## src/rtl/alu_packet_ctrl.sv

```systemverilog
// Packet sequencer between the UART byte streams and the shared multi-cycle ALU.
// Parses opcode/LEN headers, chains operands through the ALU and streams back the 32-bit result.
module alu_packet_ctrl #(
    parameter int unsigned TimeoutCycles = 32250000,
    parameter logic [7:0]  OpEcho        = 8'hEC,
    parameter logic [7:0]  OpAdd         = 8'hA0,
    parameter logic [7:0]  OpMul         = 8'hA1,
    parameter logic [7:0]  OpDiv         = 8'hA2
) (
    input  logic        clk_i,
    input  logic        rst_ni,
    input  logic [7:0]  rx_data_i,
    input  logic        rx_valid_i,
    output logic        rx_ready_o,
    output logic [7:0]  tx_data_o,
    output logic        tx_valid_o,
    input  logic        tx_ready_i,
    output logic [1:0]  alu_op_o,
    output logic [31:0] alu_a_o,
    output logic [31:0] alu_b_o,
    output logic        alu_start_o,
    input  logic        alu_done_i,
    input  logic [31:0] alu_result_i,
    output logic        err_o
);

    localparam int unsigned TW = $clog2(TimeoutCycles + 1);
    localparam logic [TW-1:0] TmoLast = TW'(TimeoutCycles - 1);

    typedef enum logic [2:0] {
        S_HDR,
        S_ECHO,
        S_OPERAND,
        S_ALU_WAIT,
        S_RESP,
        S_DROP
    } state_e;

    state_e         state_q, state_d;
    logic [1:0]     hdr_cnt_q, hdr_cnt_d;
    logic [7:0]     opcode_q, opcode_d;
    logic [7:0]     len_lo_q, len_lo_d;
    logic [15:0]    remain_q, remain_d;
    logic [1:0]     byte_cnt_q, byte_cnt_d;
    logic [23:0]    opnd_q, opnd_d;
    logic           first_q, first_d;
    logic [31:0]    acc_q, acc_d;
    logic [31:0]    alu_a_q, alu_a_d;
    logic [31:0]    alu_b_q, alu_b_d;
    logic [1:0]     alu_op_q, alu_op_d;
    logic           alu_start_q, alu_start_d;
    logic           err_q, err_d;
    logic           tx_valid_q, tx_valid_d;
    logic [1:0]     resp_cnt_q, resp_cnt_d;
    logic [TW-1:0]  tmo_cnt_q, tmo_cnt_d;

    logic           rx_fire;
    logic           tmo_active;
    logic           tmo_fire;
    logic [TW-1:0]  tmo_inc;
    logic [15:0]    len_full;
    logic [15:0]    payload;
    logic [31:0]    word;
    logic           len_ok_arith;

    function automatic logic [1:0] op_sel(input logic [7:0] opc);
        if (opc == OpMul) return 2'd1;
        if (opc == OpDiv) return 2'd2;
        return 2'd0;
    endfunction

    assign len_full = {rx_data_i, len_lo_q};
    assign payload  = len_full - 16'd4;
    assign word     = {rx_data_i, opnd_q};
    assign len_ok_arith = ((opcode_q == OpAdd) || (opcode_q == OpMul))
                          && (payload != 16'd0) && (payload[1:0] == 2'b00);

    // The idle counter only runs while a packet is partially received.
    assign tmo_active = ((state_q == S_HDR) && (hdr_cnt_q != 2'd0)) || (state_q == S_ECHO)
                        || (state_q == S_OPERAND) || (state_q == S_DROP);
    assign tmo_inc    = tmo_cnt_q + TW'(1);
    assign tmo_fire   = tmo_active && (tmo_inc == TmoLast);

    assign alu_op_o    = alu_op_q;
    assign alu_a_o     = alu_a_q;
    assign alu_b_o     = alu_b_q;
    assign alu_start_o = alu_start_q;
    assign err_o       = err_q;

    always_comb begin
        state_d     = state_q;
        hdr_cnt_d   = hdr_cnt_q;
        opcode_d    = opcode_q;
        len_lo_d    = len_lo_q;
        remain_d    = remain_q;
        byte_cnt_d  = byte_cnt_q;
        opnd_d      = opnd_q;
        first_d     = first_q;
        acc_d       = acc_q;
        alu_a_d     = alu_a_q;
        alu_b_d     = alu_b_q;
        alu_op_d    = alu_op_q;
        alu_start_d = 1'b0;
        err_d       = 1'b0;
        tx_valid_d  = tx_valid_q;
        resp_cnt_d  = resp_cnt_q;
        tmo_cnt_d   = tmo_active ? tmo_inc : '0;

        rx_ready_o = 1'b0;
        tx_valid_o = tx_valid_q;
        case (resp_cnt_q)
            2'd0:    tx_data_o = acc_q[7:0];
            2'd1:    tx_data_o = acc_q[15:8];
            2'd2:    tx_data_o = acc_q[23:16];
            default: tx_data_o = acc_q[31:24];
        endcase

        case (state_q)
            S_HDR, S_OPERAND, S_DROP: rx_ready_o = 1'b1;
            S_ECHO: begin
                rx_ready_o = tx_ready_i;
                tx_valid_o = rx_valid_i && !tmo_fire;
                tx_data_o  = rx_data_i;
            end
            default: rx_ready_o = 1'b0;
        endcase
        if (tmo_fire) rx_ready_o = 1'b0;

        rx_fire = rx_valid_i && rx_ready_o;
        if (rx_fire) tmo_cnt_d = '0;

        case (state_q)
            S_HDR: begin
                if (rx_fire) begin
                    hdr_cnt_d = hdr_cnt_q + 2'd1;
                    case (hdr_cnt_q)
                        2'd0: opcode_d = rx_data_i;
                        2'd2: len_lo_d = rx_data_i;
                        2'd3: begin
                            byte_cnt_d = 2'd0;
                            first_d    = 1'b1;
                            remain_d   = payload;
                            if (len_full < 16'd4) begin
                                err_d = 1'b1;
                            end else if (opcode_q == OpEcho) begin
                                if (payload != 16'd0) state_d = S_ECHO;
                            end else if (len_ok_arith || ((opcode_q == OpDiv) && (payload == 16'd8))) begin
                                state_d = S_OPERAND;
                            end else begin
                                err_d = 1'b1;
                                if (payload != 16'd0) state_d = S_DROP;
                            end
                        end
                        default: ;
                    endcase
                end
            end
            S_ECHO, S_DROP: begin
                if (rx_fire) begin
                    remain_d = remain_q - 16'd1;
                    if (remain_q == 16'd1) state_d = S_HDR;
                end
            end
            S_OPERAND: begin
                if (rx_fire) begin
                    remain_d   = remain_q - 16'd1;
                    byte_cnt_d = byte_cnt_q + 2'd1;
                    case (byte_cnt_q)
                        2'd0: opnd_d[7:0]   = rx_data_i;
                        2'd1: opnd_d[15:8]  = rx_data_i;
                        2'd2: opnd_d[23:16] = rx_data_i;
                        default: begin
                            if (first_q) begin
                                // First operand seeds the accumulator without an ALU pass.
                                acc_d   = word;
                                first_d = 1'b0;
                                if (remain_q == 16'd1) begin
                                    state_d    = S_RESP;
                                    tx_valid_d = 1'b1;
                                    resp_cnt_d = 2'd0;
                                end
                            end else begin
                                alu_a_d     = acc_q;
                                alu_b_d     = word;
                                alu_op_d    = op_sel(opcode_q);
                                alu_start_d = 1'b1;
                                state_d     = S_ALU_WAIT;
                            end
                        end
                    endcase
                end
            end
            S_ALU_WAIT: begin
                if (alu_done_i) begin
                    acc_d = alu_result_i;
                    if (remain_q == 16'd0) begin
                        state_d    = S_RESP;
                        tx_valid_d = 1'b1;
                        resp_cnt_d = 2'd0;
                    end else begin
                        state_d = S_OPERAND;
                    end
                end
            end
            S_RESP: begin
                if (tx_valid_q && tx_ready_i) begin
                    resp_cnt_d = resp_cnt_q + 2'd1;
                    if (resp_cnt_q == 2'd3) begin
                        tx_valid_d = 1'b0;
                        state_d    = S_HDR;
                    end
                end
            end
            default: state_d = S_HDR;
        endcase

        if (tmo_fire) begin
            state_d   = S_HDR;
            hdr_cnt_d = 2'd0;
            err_d     = 1'b1;
            tmo_cnt_d = '0;
        end
    end

    always_ff @(posedge clk_i or negedge rst_ni) begin
        if (!rst_ni) begin
            state_q     <= S_HDR;
            hdr_cnt_q   <= 2'd0;
            opcode_q    <= 8'd0;
            len_lo_q    <= 8'd0;
            remain_q    <= 16'd0;
            byte_cnt_q  <= 2'd0;
            opnd_q      <= 24'd0;
            first_q     <= 1'b0;
            acc_q       <= 32'd0;
            alu_a_q     <= 32'd0;
            alu_b_q     <= 32'd0;
            alu_op_q    <= 2'd0;
            alu_start_q <= 1'b0;
            err_q       <= 1'b0;
            tx_valid_q  <= 1'b0;
            resp_cnt_q  <= 2'd0;
            tmo_cnt_q   <= '0;
        end else begin
            state_q     <= state_d;
            hdr_cnt_q   <= hdr_cnt_d;
            opcode_q    <= opcode_d;
            len_lo_q    <= len_lo_d;
            remain_q    <= remain_d;
            byte_cnt_q  <= byte_cnt_d;
            opnd_q      <= opnd_d;
            first_q     <= first_d;
            acc_q       <= acc_d;
            alu_a_q     <= alu_a_d;
            alu_b_q     <= alu_b_d;
            alu_op_q    <= alu_op_d;
            alu_start_q <= alu_start_d;
            err_q       <= err_d;
            tx_valid_q  <= tx_valid_d;
            resp_cnt_q  <= resp_cnt_d;
            tmo_cnt_q   <= tmo_cnt_d;
        end
    end

endmodule
```

## config.mk

```make
export PLATFORM = sky130hd
export DESIGN_NAME = alu_packet_ctrl
export DESIGN_NICKNAME = d
export VERILOG_FILES = /design/src/rtl/alu_packet_ctrl.sv
export SDC_FILE = /design/constraint.sdc
export NUM_CORES = 1
export LEC_CHECK = 0
export CAP_MARGIN = 20
export CORE_MARGIN = 2
export CORE_UTILIZATION = 51
export CTS_CLUSTER_SIZE = 20
export DETAILED_ROUTE_END_ITERATION = 12
export PLACE_DENSITY = 0.85
export SLEW_MARGIN = 40
export SYNTH_ARGS = -nofsm -noshare
export SYNTH_HDL_FRONTEND = slang
export SYNTH_SLANG_ARGS = --single-unit
```

## constraint.sdc

```tcl
create_clock -name clk_i -period 3.52 [get_ports clk_i]
set_input_delay 1.056 -clock clk_i [delete_from_list [all_inputs] [get_ports clk_i]]
set_output_delay 1.056 -clock clk_i [all_outputs]
set_load 0.01 [all_outputs]
```

# ---- After elaboration in Yosys (flattened, before gate mapping)
# Cells that the tools add are included.
dict set report totals {
  reg_bits 192
  output_inout_bits 78
  in_bits 45
  elab_cells 208
}
dict set report classes {
  addsub 6
  order_cmp 1
  bitwise_logic 2
  muxes 91
  reduce_logical 46
  eq_ne 43
}
# cell count
set ops {}
lappend ops {{$mux W32} 4}
lappend ops {{$mux W25} 3}
lappend ops {{$pmux W32 S2} 1}
lappend ops {{$mux W3} 18}
lappend ops {{$mux W16} 3}
lappend ops {{$mux W1} 36}
lappend ops {{$mux W2} 17}
lappend ops {{$eq A8 B8 Y1 const B} 4}
lappend ops {{$pmux W16 S2} 1}
lappend ops {{$ne A3 B3 Y1 const B} 9}
lappend ops {{$add A25 B1 Y25 const B} 1}
lappend ops {{$eq A25 B25 Y1 const B} 1}
lappend ops {{$pmux W8 S3} 1}
lappend ops {{$eq A16 B1 Y1 const B} 1}
lappend ops {{$eq A16 B4 Y1 const B} 1}
lappend ops {{$logic_not A16 Y1} 1}
lappend ops {{$lt A16 B3 Y1 const B} 1}
lappend ops {{$ne A2 B2 Y1 const B} 8}
lappend ops {{$reduce_bool A16 Y1} 1}
lappend ops {{$sub A16 B1 Y16 const B} 1}
lappend ops {{$sub A16 B3 Y16 const B} 1}
lappend ops {{$pmux W3 S5} 1}
lappend ops {{$reduce_and A3 Y1} 5}
lappend ops {{$reduce_and A13 Y1} 1}
lappend ops {{other kinds (30)} 68}

# ---- Depth between registers and ports, before layout
# Gate-level depths: netlist (run 1).
dict set report depth {
  depth_word 17
  depth_mapped 12
  mapped_depth_nobuf 10
}

# ---- Worst setup path before layout (run 1)
# Ideal clock, no wire load.
dict set report synth_path {
  path_type {register to output}
  start {reg tmo_cnt_q[0]}
  end {out rx_ready_o}
  required_time_ps 2464
  path_stages_with_launch 11
  arrival_time_ps 2840
  n_path_buf 3
  path_slack_ps -376
  path_cell_list {dfrtp_1 -> ha_1 -> clkbuf_1 -> nand2_1 -> or3_1 -> or4b_1 -> and3_1 -> and4_1 -> buf_2 -> buf_2 -> a211oi_1}
}
dict set report synth_via {
  elab_chain_cells 4
}
# item line_no
set synth_lines {}
lappend synth_lines {{start, declared} 55} ;# logic [TW-1:0] tmo_cnt_q, tmo_cnt_d;
lappend synth_lines {{start signal, assigned} 261} ;# tmo_cnt_q <= tmo_cnt_d;
lappend synth_lines {{$add A25 B1 Y25} 81} ;# assign tmo_inc = tmo_cnt_q + TW'(1);
lappend synth_lines {{$eq A25 B25 Y1} 82} ;# assign tmo_fire = tmo_active && (tmo_inc == TmoLast);
lappend synth_lines {{$logic_and A1 B1 Y1} 82}
lappend synth_lines {{$mux W1} 127} ;# if (tmo_fire) rx_ready_o = 1'b0;
lappend synth_lines {{end, declared} 14} ;# output logic rx_ready_o,
# No other way between the ends.

# ---- Final worst setup path (run 1)
# Same ends and word-level chain as after synthesis.

==> flow_summary.yaml, run 1 <==
status:
  status: "complete, but fails checks"
  violations: "setup timing"
sta:
  tightest_slew_ns: 0.768
  report.final.slew_viol_count: 0
  relSlewSlack_pct: 48.3
  max_freq_mhz: 265
  fin_hold_ws_ns: 0.501
  finalCritPeriodShare_pct: 107
  setup_ws_ns: -0.259
  grt_setup_unrepaired: "yes"
  finalSetupViolCount: 2
  fin_skew_ns: 0.0168
  finalCriticalPeriod_ns: 3.78
  hold_viol_final: 0
pwr:
  p_comb_share_pct: 37.9
  switching_share_pct: 39.2
  pwr-share-seq_pct: 37.3
  powerDensity_mw_per_mm2: 662
  p_int_uw: 5320
  p_total_uw: 8750
  p_switching_uw: 3430
  irDropWorstVdd_mv: 0.400
  p_leak_uw: 0.00607
  p_clk_share_pct: 24.8
clock_tree:
  cts_tree: "done"
  cts_buffers: 17
  clock-sinks: 192
  clock_path_buffers: 2
  clk_root_buffer_cell: "clkbuf_16"
  clk_pin_slew_ns: 0.08
  clkLatencyLatePin_ns: 0.46
  cts_hold_buf: 0
  h-tree-depth: 4
yosys:
  syn-num-nets: 963
  synth_edf_count: 0
  avgSynthCellArea_um2: 11.2
  async_flop_share_pct: 100
  syn_area_mm2: 0.0101
  yosysSeqAreaShare_pct: 47.7
  synthCells: 900
  synth_top_area_share_pct: 47.7
  yosys.area.top_type: "dfrtp_1"
  synth_top_cells_by_area: "dfrtp_1, mux2_2, mux2_1"
  synth_warnings: 0
  ys_ff_latch: 192
  synth-main-ff-cell: "dfrtp_1"
  ys_types: 70
cells_and_area:
  drive_above_1_share_pct: 29.9
  num-nets-final: 1170
  area_delta_synth_final_pct: 31.3
  antenna_cells: 0
  fillers: 1409
worst_setup_path:
  worstPathCellList: "buf_6, buf_4, buf_4, a21boi_2, a31o_2, a32o_2, nand4_1, nor4_4, and4_4, a211oi_4, buf_2"
  critical_path_peak_fanout: 4
  critical_path_required_ns: 2.46
  worst_path_most_repeated_cell: "buf_4"
  worst_path_max_delay_cell: "dfrtp_1"
  crit_path_end_kind: "output port"
  cp_data_arrival_time_ns: 2.72
  critPathLaunchType: "register"
  max_stage_delay_ns: 0.43
  worstSetupPathType: "reg2out"
floorplan:
  start_util_pct: 51.9
  dieArea_mm2: 0.0209
  num_rows: 51
  io_pins: 123
  die_h_um: 145
  core_area_mm2: 0.0194
  die_w_um: 145
placement:
  gp_congestion: 0.926
  io_buffers: 122
  dp.final_hpwl_mm: 19.7
global_route:
  grt_usage_pct: 27.4
  grt_pass1_vias: 8107
  grt_max_degree: 69
  overflow: 0
  grt_pass1_wl_mm: 43.9
  antenna_found_initial: 0
detailed_routing:
  wl_per_cell_um: 20.5
  vias: 8205
  via_per_inst: 5.92
  dr.first_iter.drc_count: 742
  drcViolationCount: 0
  postRouteAntennaNets: 0
  drtPass1Iterations: 7
  totalWireLength_mm: 28.5
run:
  maxCapViolations: 0
worst_hold_path:
  min-delay-path-class: "reg2reg"
## timing repair
item	4_1_cts	5_1_grt
hold endpoints to repair	0	0
resized for setup	30	29
setup endpoints to repair	8	10
setup buffers	10	10
pin swaps	10	19
## Yosys cell counts, types with 11 or more instances
master and instances:
a21oi_1 20, buf_2 11, clkbuf_1 32, dfrtp_1 192, ha_1 18, inv_1 28, mux2_1 41, mux2_2 129
nand2_1 54, nand3_1 19, nand4_1 13, nor2_1 71, nor3_1 15, nor4_1 13, o21ai_0 47, xnor2_1 20
xor2_1 15
## kinds of logic (layout without fill, tap and decap cells)
logic type | Yosys count | in the layout | synth area share (%)
buffers and inverters | 81 | 301 | 3.98
and+or+nand+nor | 259 | 259 | 14.3
adders and majority gates | 18 | 18 | 2.24
AOI/OAI and AO/OA | 138 | 138 | 9.04
xor gates and xnor gates | 35 | 35 | 3.04
muxes | 177 | 177 | 19.7
DFF | 192 | 192 | 47.7
## cells in the final DEF (no fill, tap or decap), types with 4 or more instances in the layout
master | Yosys | layout
dfrtp_1 | 192 | 187
mux2_2 | 129 | 129
clkdlybuf4s50_1 | 0 | 113
buf_4 | 6 | 109
nor2_1 | 71 | 71
nand2_1 | 54 | 53
o21ai_0 | 47 | 46
mux2_1 | 41 | 41
inv_1 | 28 | 27
a21oi_1 | 20 | 20
xnor2_1 | 20 | 19
clkbuf_16 | 0 | 17
nand3_1 | 19 | 16
nand4_1 | 13 | 13
nor3_1 | 15 | 13
xor2_1 | 15 | 13
ha_1 | 18 | 13
nor4_1 | 13 | 10
a31oi_1 | 10 | 10
or3_1 | 9 | 9
a222oi_1 | 8 | 8
o31ai_1 | 8 | 8
nor2b_1 | 7 | 7
and3_1 | 8 | 7
mux2i_1 | 7 | 7
a22oi_1 | 7 | 7
inv_12 | 0 | 7
nor3b_1 | 6 | 6
buf_6 | 0 | 6
or4_1 | 5 | 5
dlymetal6s2s_1 | 0 | 5
buf_12 | 3 | 5
dfrtp_2 | 0 | 5
nand3_4 | 1 | 4
nand4b_1 | 4 | 4
o211ai_1 | 4 | 4
nand4_2 | 6 | 4
o22ai_1 | 4 | 4
## power by group through the flow
stage	Clock (uW)	Sequential, uW	Combinational, uW
floorplan	0	3070	2110
global placement	0	3240	3050
detailed placement	0	3270	3140
CTS	2180	3240	3230
global route	2280	3320	3630
finish	2170	3260	3320
## sequential cells by signal (all words and copies together), names as in the netlist, 2 cells and up
register	cells
acc_q	32
alu_a_o	32
alu_b_o	32
alu_op_o	2
byte_cnt_q	2
hdr_cnt_q	2
len_lo_q	8
opcode_q	8
opnd_q	24
remain_q	16
resp_cnt_q	2
state_q	3
tmo_cnt_q	25
## per-stage QoR
stage               worst slack, ns  utilization (%)  cells  area [um2]  TNS [ns]
finish                       -0.259             68.2   1385       13200    -0.514
global route                 -0.390             68.2   1385       13200    -0.971
CTS                          -0.264             67.1   1375       13000    -0.505
floorplan                   -0.0517                -    900       10100   -0.0792
global placement             -0.278             62.8   1333       12200    -0.634
detailed placement           -0.319             62.8   1333       12200    -0.738
## final cells by class
cell class | count | area [um2] | share of cell area [%]
inverter | 28 | 108 | 0.814
clock inverter | 15 | 243 | 1.84
tap | 265 | 332 | 2.51
clock buffer | 17 | 425 | 3.22
timing repair buffer | 241 | 2210 | 16.7
multi-input combinational | 627 | 5100 | 38.5
sequential | 192 | 4810 | 36.4
## layer usage
layer | GRT usage [%] | routed length, um
met1 | 37.6 | 12000
met2 | 43.2 | 13600
met3 | 5.10 | 1950
met4 | 11.2 | 894
met5 | 0 | 0
## worst paths after layout
kind | end | slack, ns | depth (start not counted) | startpoint
max reg2reg | acc_q[17]$_DFFE_PN0P_ | 0.09 | 13 | tmo_cnt_q[8]$_DFF_PN0_
min | alu_b_o[25]$_DFFE_PN0P_ | 0.50 | 1 | alu_b_o[25]$_DFFE_PN0P_
min in group asynchronous | tmo_cnt_q[14]$_DFF_PN0_ | 0.58 | 1 | rst_ni
max | rx_ready_o | -0.26 | 11 | tmo_cnt_q[0]$_DFF_PN0_
max in group asynchronous | acc_q[20]$_DFFE_PN0P_ | 2.12 | 2 | rst_ni
min reg2reg | alu_b_o[25]$_DFFE_PN0P_ | 0.50 | 1 | alu_b_o[25]$_DFFE_PN0P_
## worst max-delay path, delay by kind of cell, from the launching register on
kind,cells,cell delay (ns)
AO/OA/AOI/OAI,4,0.50
flip-flops,1,0.43
AND/OR/NAND/NOR,3,0.78
buffers and inverters,4,0.58
Power figures use the tool's default switching activity.
==> run 2: changes to the inputs <==
--- a/config.mk
+++ b/config.mk
@@ -11,6 +11,7 @@
 export CTS_CLUSTER_SIZE = 20
 export DETAILED_ROUTE_END_ITERATION = 12
 export PLACE_DENSITY = 0.85
+export REMOVE_ABC_BUFFERS = 1
 export SLEW_MARGIN = 40
 export SYNTH_ARGS = -nofsm -noshare
 export SYNTH_HDL_FRONTEND = slang
==> constraint.sdc (replaced) <==
create_clock -name clk_i -period 3.52 [get_ports clk_i]
set_input_delay 1.056 -clock clk_i [delete_from_list [all_inputs] [get_ports clk_i]]
set_output_delay 1.056 -clock clk_i [all_outputs]
set_load 0.05 [all_outputs]
==> run 2 against run 1 <==
The run still ends with setup timing left. Final area shrank 2.5%. Setup slack lost 0.14 ns. Cell count shrank 2.9%. Die area is the same. Critical path type unchanged. Clock-buffer cell count grew 1. Hold slack lost 0.0087 ns.
==> flow_summary.yaml, run 2 (synthesis gave the netlist of run 1 again) <==
status:
  status: "complete, but fails checks"
  violations: "setup timing"
detailed_routing:
  drtPass1Iterations: 6
  wl_per_cell_um: 20.4
  totalWireLength_mm: 27.4
  postRouteAntennaNets: 0
  dr.first_iter.drc_count: 760
  via_per_inst: 6.02
  drcViolationCount: 0
  vias: 8091
floorplan:
  dieArea_mm2: 0.0209
  start_util_pct: 51.9
  die_h_um: 145
  die_w_um: 145
  io_pins: 123
  core_area_mm2: 0.0194
  num_rows: 51
pwr:
  p_clk_share_pct: 21.7
  switching_share_pct: 40.0
  p_int_uw: 5330
  p_comb_share_pct: 41.8
  irDropWorstVdd_mv: 0.455
  powerDensity_mw_per_mm2: 690
  pwr-share-seq_pct: 36.4
  p_switching_uw: 3560
  p_leak_uw: 0.00583
worst_setup_path:
  worstPathCellList: "nand4_4, or3_4, or4b_4, and3_4, and4_1, a211oi_2, buf_12"
  path_buf_inv: 1
  crit_path_end_kind: "output port"
  reg2reg_depth: 12
  rrSetupSlack_ns: 0.09
  worst_path_max_delay_cell: "or4b_4"
  r2r-end: "acc_q[16]$_DFFE_PN0P_"
  max_stage_delay_ns: 0.51
  timing.rr.start: "tmo_cnt_q[8]$_DFF_PN0_"
  worstSetupPathType: "reg2out"
  critical_path_required_ns: 2.46
  critical_path_peak_fanout: 5
  path_delay_family: "simple AND/OR/NAND/NOR gates"
  critPathLaunchType: "register"
  cp_data_arrival_time_ns: 2.87
cells_and_area:
  final_cell_mix: "dfrtp_1, mux2_2, clkdlybuf4s50_1, nor2_1, buf_4"
  area_delta_synth_final_pct: 27.9
  antenna_cells: 0
  layout_commonest_cell: "dfrtp_1"
  drive_above_1_share_pct: 27.8
  finalInstanceArea_mm2: 0.0129
  num-nets-final: 1130
sta:
  tightest_slew_ns: 0.861
  report.final.slew_viol_count: 0
  tns_ns: -0.691
  finalCriticalPeriod_ns: 3.92
  setup_ws_ns: -0.401
  relSlewSlack_pct: 42.4
  grt_setup_unrepaired: "yes"
  hold_viol_final: 0
  fin_skew_ns: 0.0173
  max_freq_mhz: 255
  finalCritPeriodShare_pct: 111
  finalSetupViolCount: 2
clock_tree:
  h-tree-depth: 4
  clk_root_buffer_cell: "clkbuf_16"
  cts_buffers: 17
  cts_tree: "done"
  clk_pin_slew_ns: 0.08
  clock-sinks: 192
  clkLatencyLatePin_ns: 0.45
  cts_hold_buf: 0
  clock_path_buffers: 2
global_route:
  grt_usage_pct: 26.8
  grt_max_degree: 84
  antenna_found_initial: 0
  grt_pass1_wl_mm: 43.4
  overflow: 0
  grt_pass1_vias: 8244
placement:
  dp.final_hpwl_mm: 18.3
  pre_cts_slack_ns: -0.0162
  io_buffers: 122
  gp_congestion: 0.937
  post_dp_cell_area_mm2: 0.0120
run:
  maxCapViolations: 0
worst_hold_path:
  hold_start: "alu_a_o[4]$_DFFE_PN0P_"
  worstHoldPathCells: 1
  min-delay-path-class: "reg2reg"
  min_to: "alu_a_o[4]$_DFFE_PN0P_"
[run 2: final cells by class]
class	count	area [um2]
fill	1362	6510
timing repair buffer	201	2000
tap	265	332
multi-input combinational	627	5040
clock buffer	18	429
inverter	28	109
sequential	192	4810
clock inverter	14	166
[run 2: power by group through the flow]
stage	clock network (uW)	logic, uW	registers, uW
finish	1930	3720	3240
global route	2020	4000	3300
detailed placement	0	3570	3240
CTS	1940	3650	3210
floorplan	0	2250	3140
global placement	0	3460	3200
[run 2: worst reg2reg max path: cells and delay by family, from the launching register on]
family	cells	cell delay (ns)
AND/OR/NAND/NOR	4	1.21
buffers and inverters	4	0.70
AO/OA/AOI/OAI	2	0.46
flip-flops	1	0.43
multiplexers	1	0.41
XOR/XNOR	1	0.08
[run 2: layer usage]
layer / vias to the layer above / wire length, um / track usage (%)
met5: - / 0 / 0
met1: 4080 / 11300 / 35.7
li1: 3606 / - / -
met4: 0 / 936 / 11.5
met3: 79 / 1500 / 3.81
met2: 326 / 13600 / 44.1
[run 2: worst max path at each step]
stage	slack, ns	cells after the start	startpoint	end
6_report	-0.40	7	tmo_cnt_q[8]$_DFF_PN0_	rx_ready_o
4_1_cts	-0.33	7	tmo_cnt_q[4]$_DFF_PN0_	rx_ready_o
3_5_place_dp	-0.02	8	tmo_cnt_q[6]$_DFF_PN0_	rx_ready_o
5_1_grt	-0.46	10	tmo_cnt_q[0]$_DFF_PN0_	rx_ready_o
3_3_place_gp	-0.005	8	tmo_cnt_q[6]$_DFF_PN0_	rx_ready_o
2_1_floorplan	-0.98	7	tmo_cnt_q[0]$_DFF_PN0_	rx_ready_o
[run 2: metrics by stage]
step	std cells	util (%)	power [uW]	hold slack, ns
2_1_floorplan	847	-	5390	0.471
3_3_place_gp	1300	61.9	6660	0.473
3_5_place_dp	1300	61.9	6800	0.480
4_1_cts	1345	66.1	8800	0.497
5_1_grt	1345	66.4	9320	0.511
6_report	1345	66.4	8890	0.492
[run 2: timing repair]
action | 4_1_cts | 5_1_grt
buffers inserted | 14 | 0
setup endpoints to repair | 2 | 42
gates resized for setup | 27 | 15
pin swaps | 14 | 2
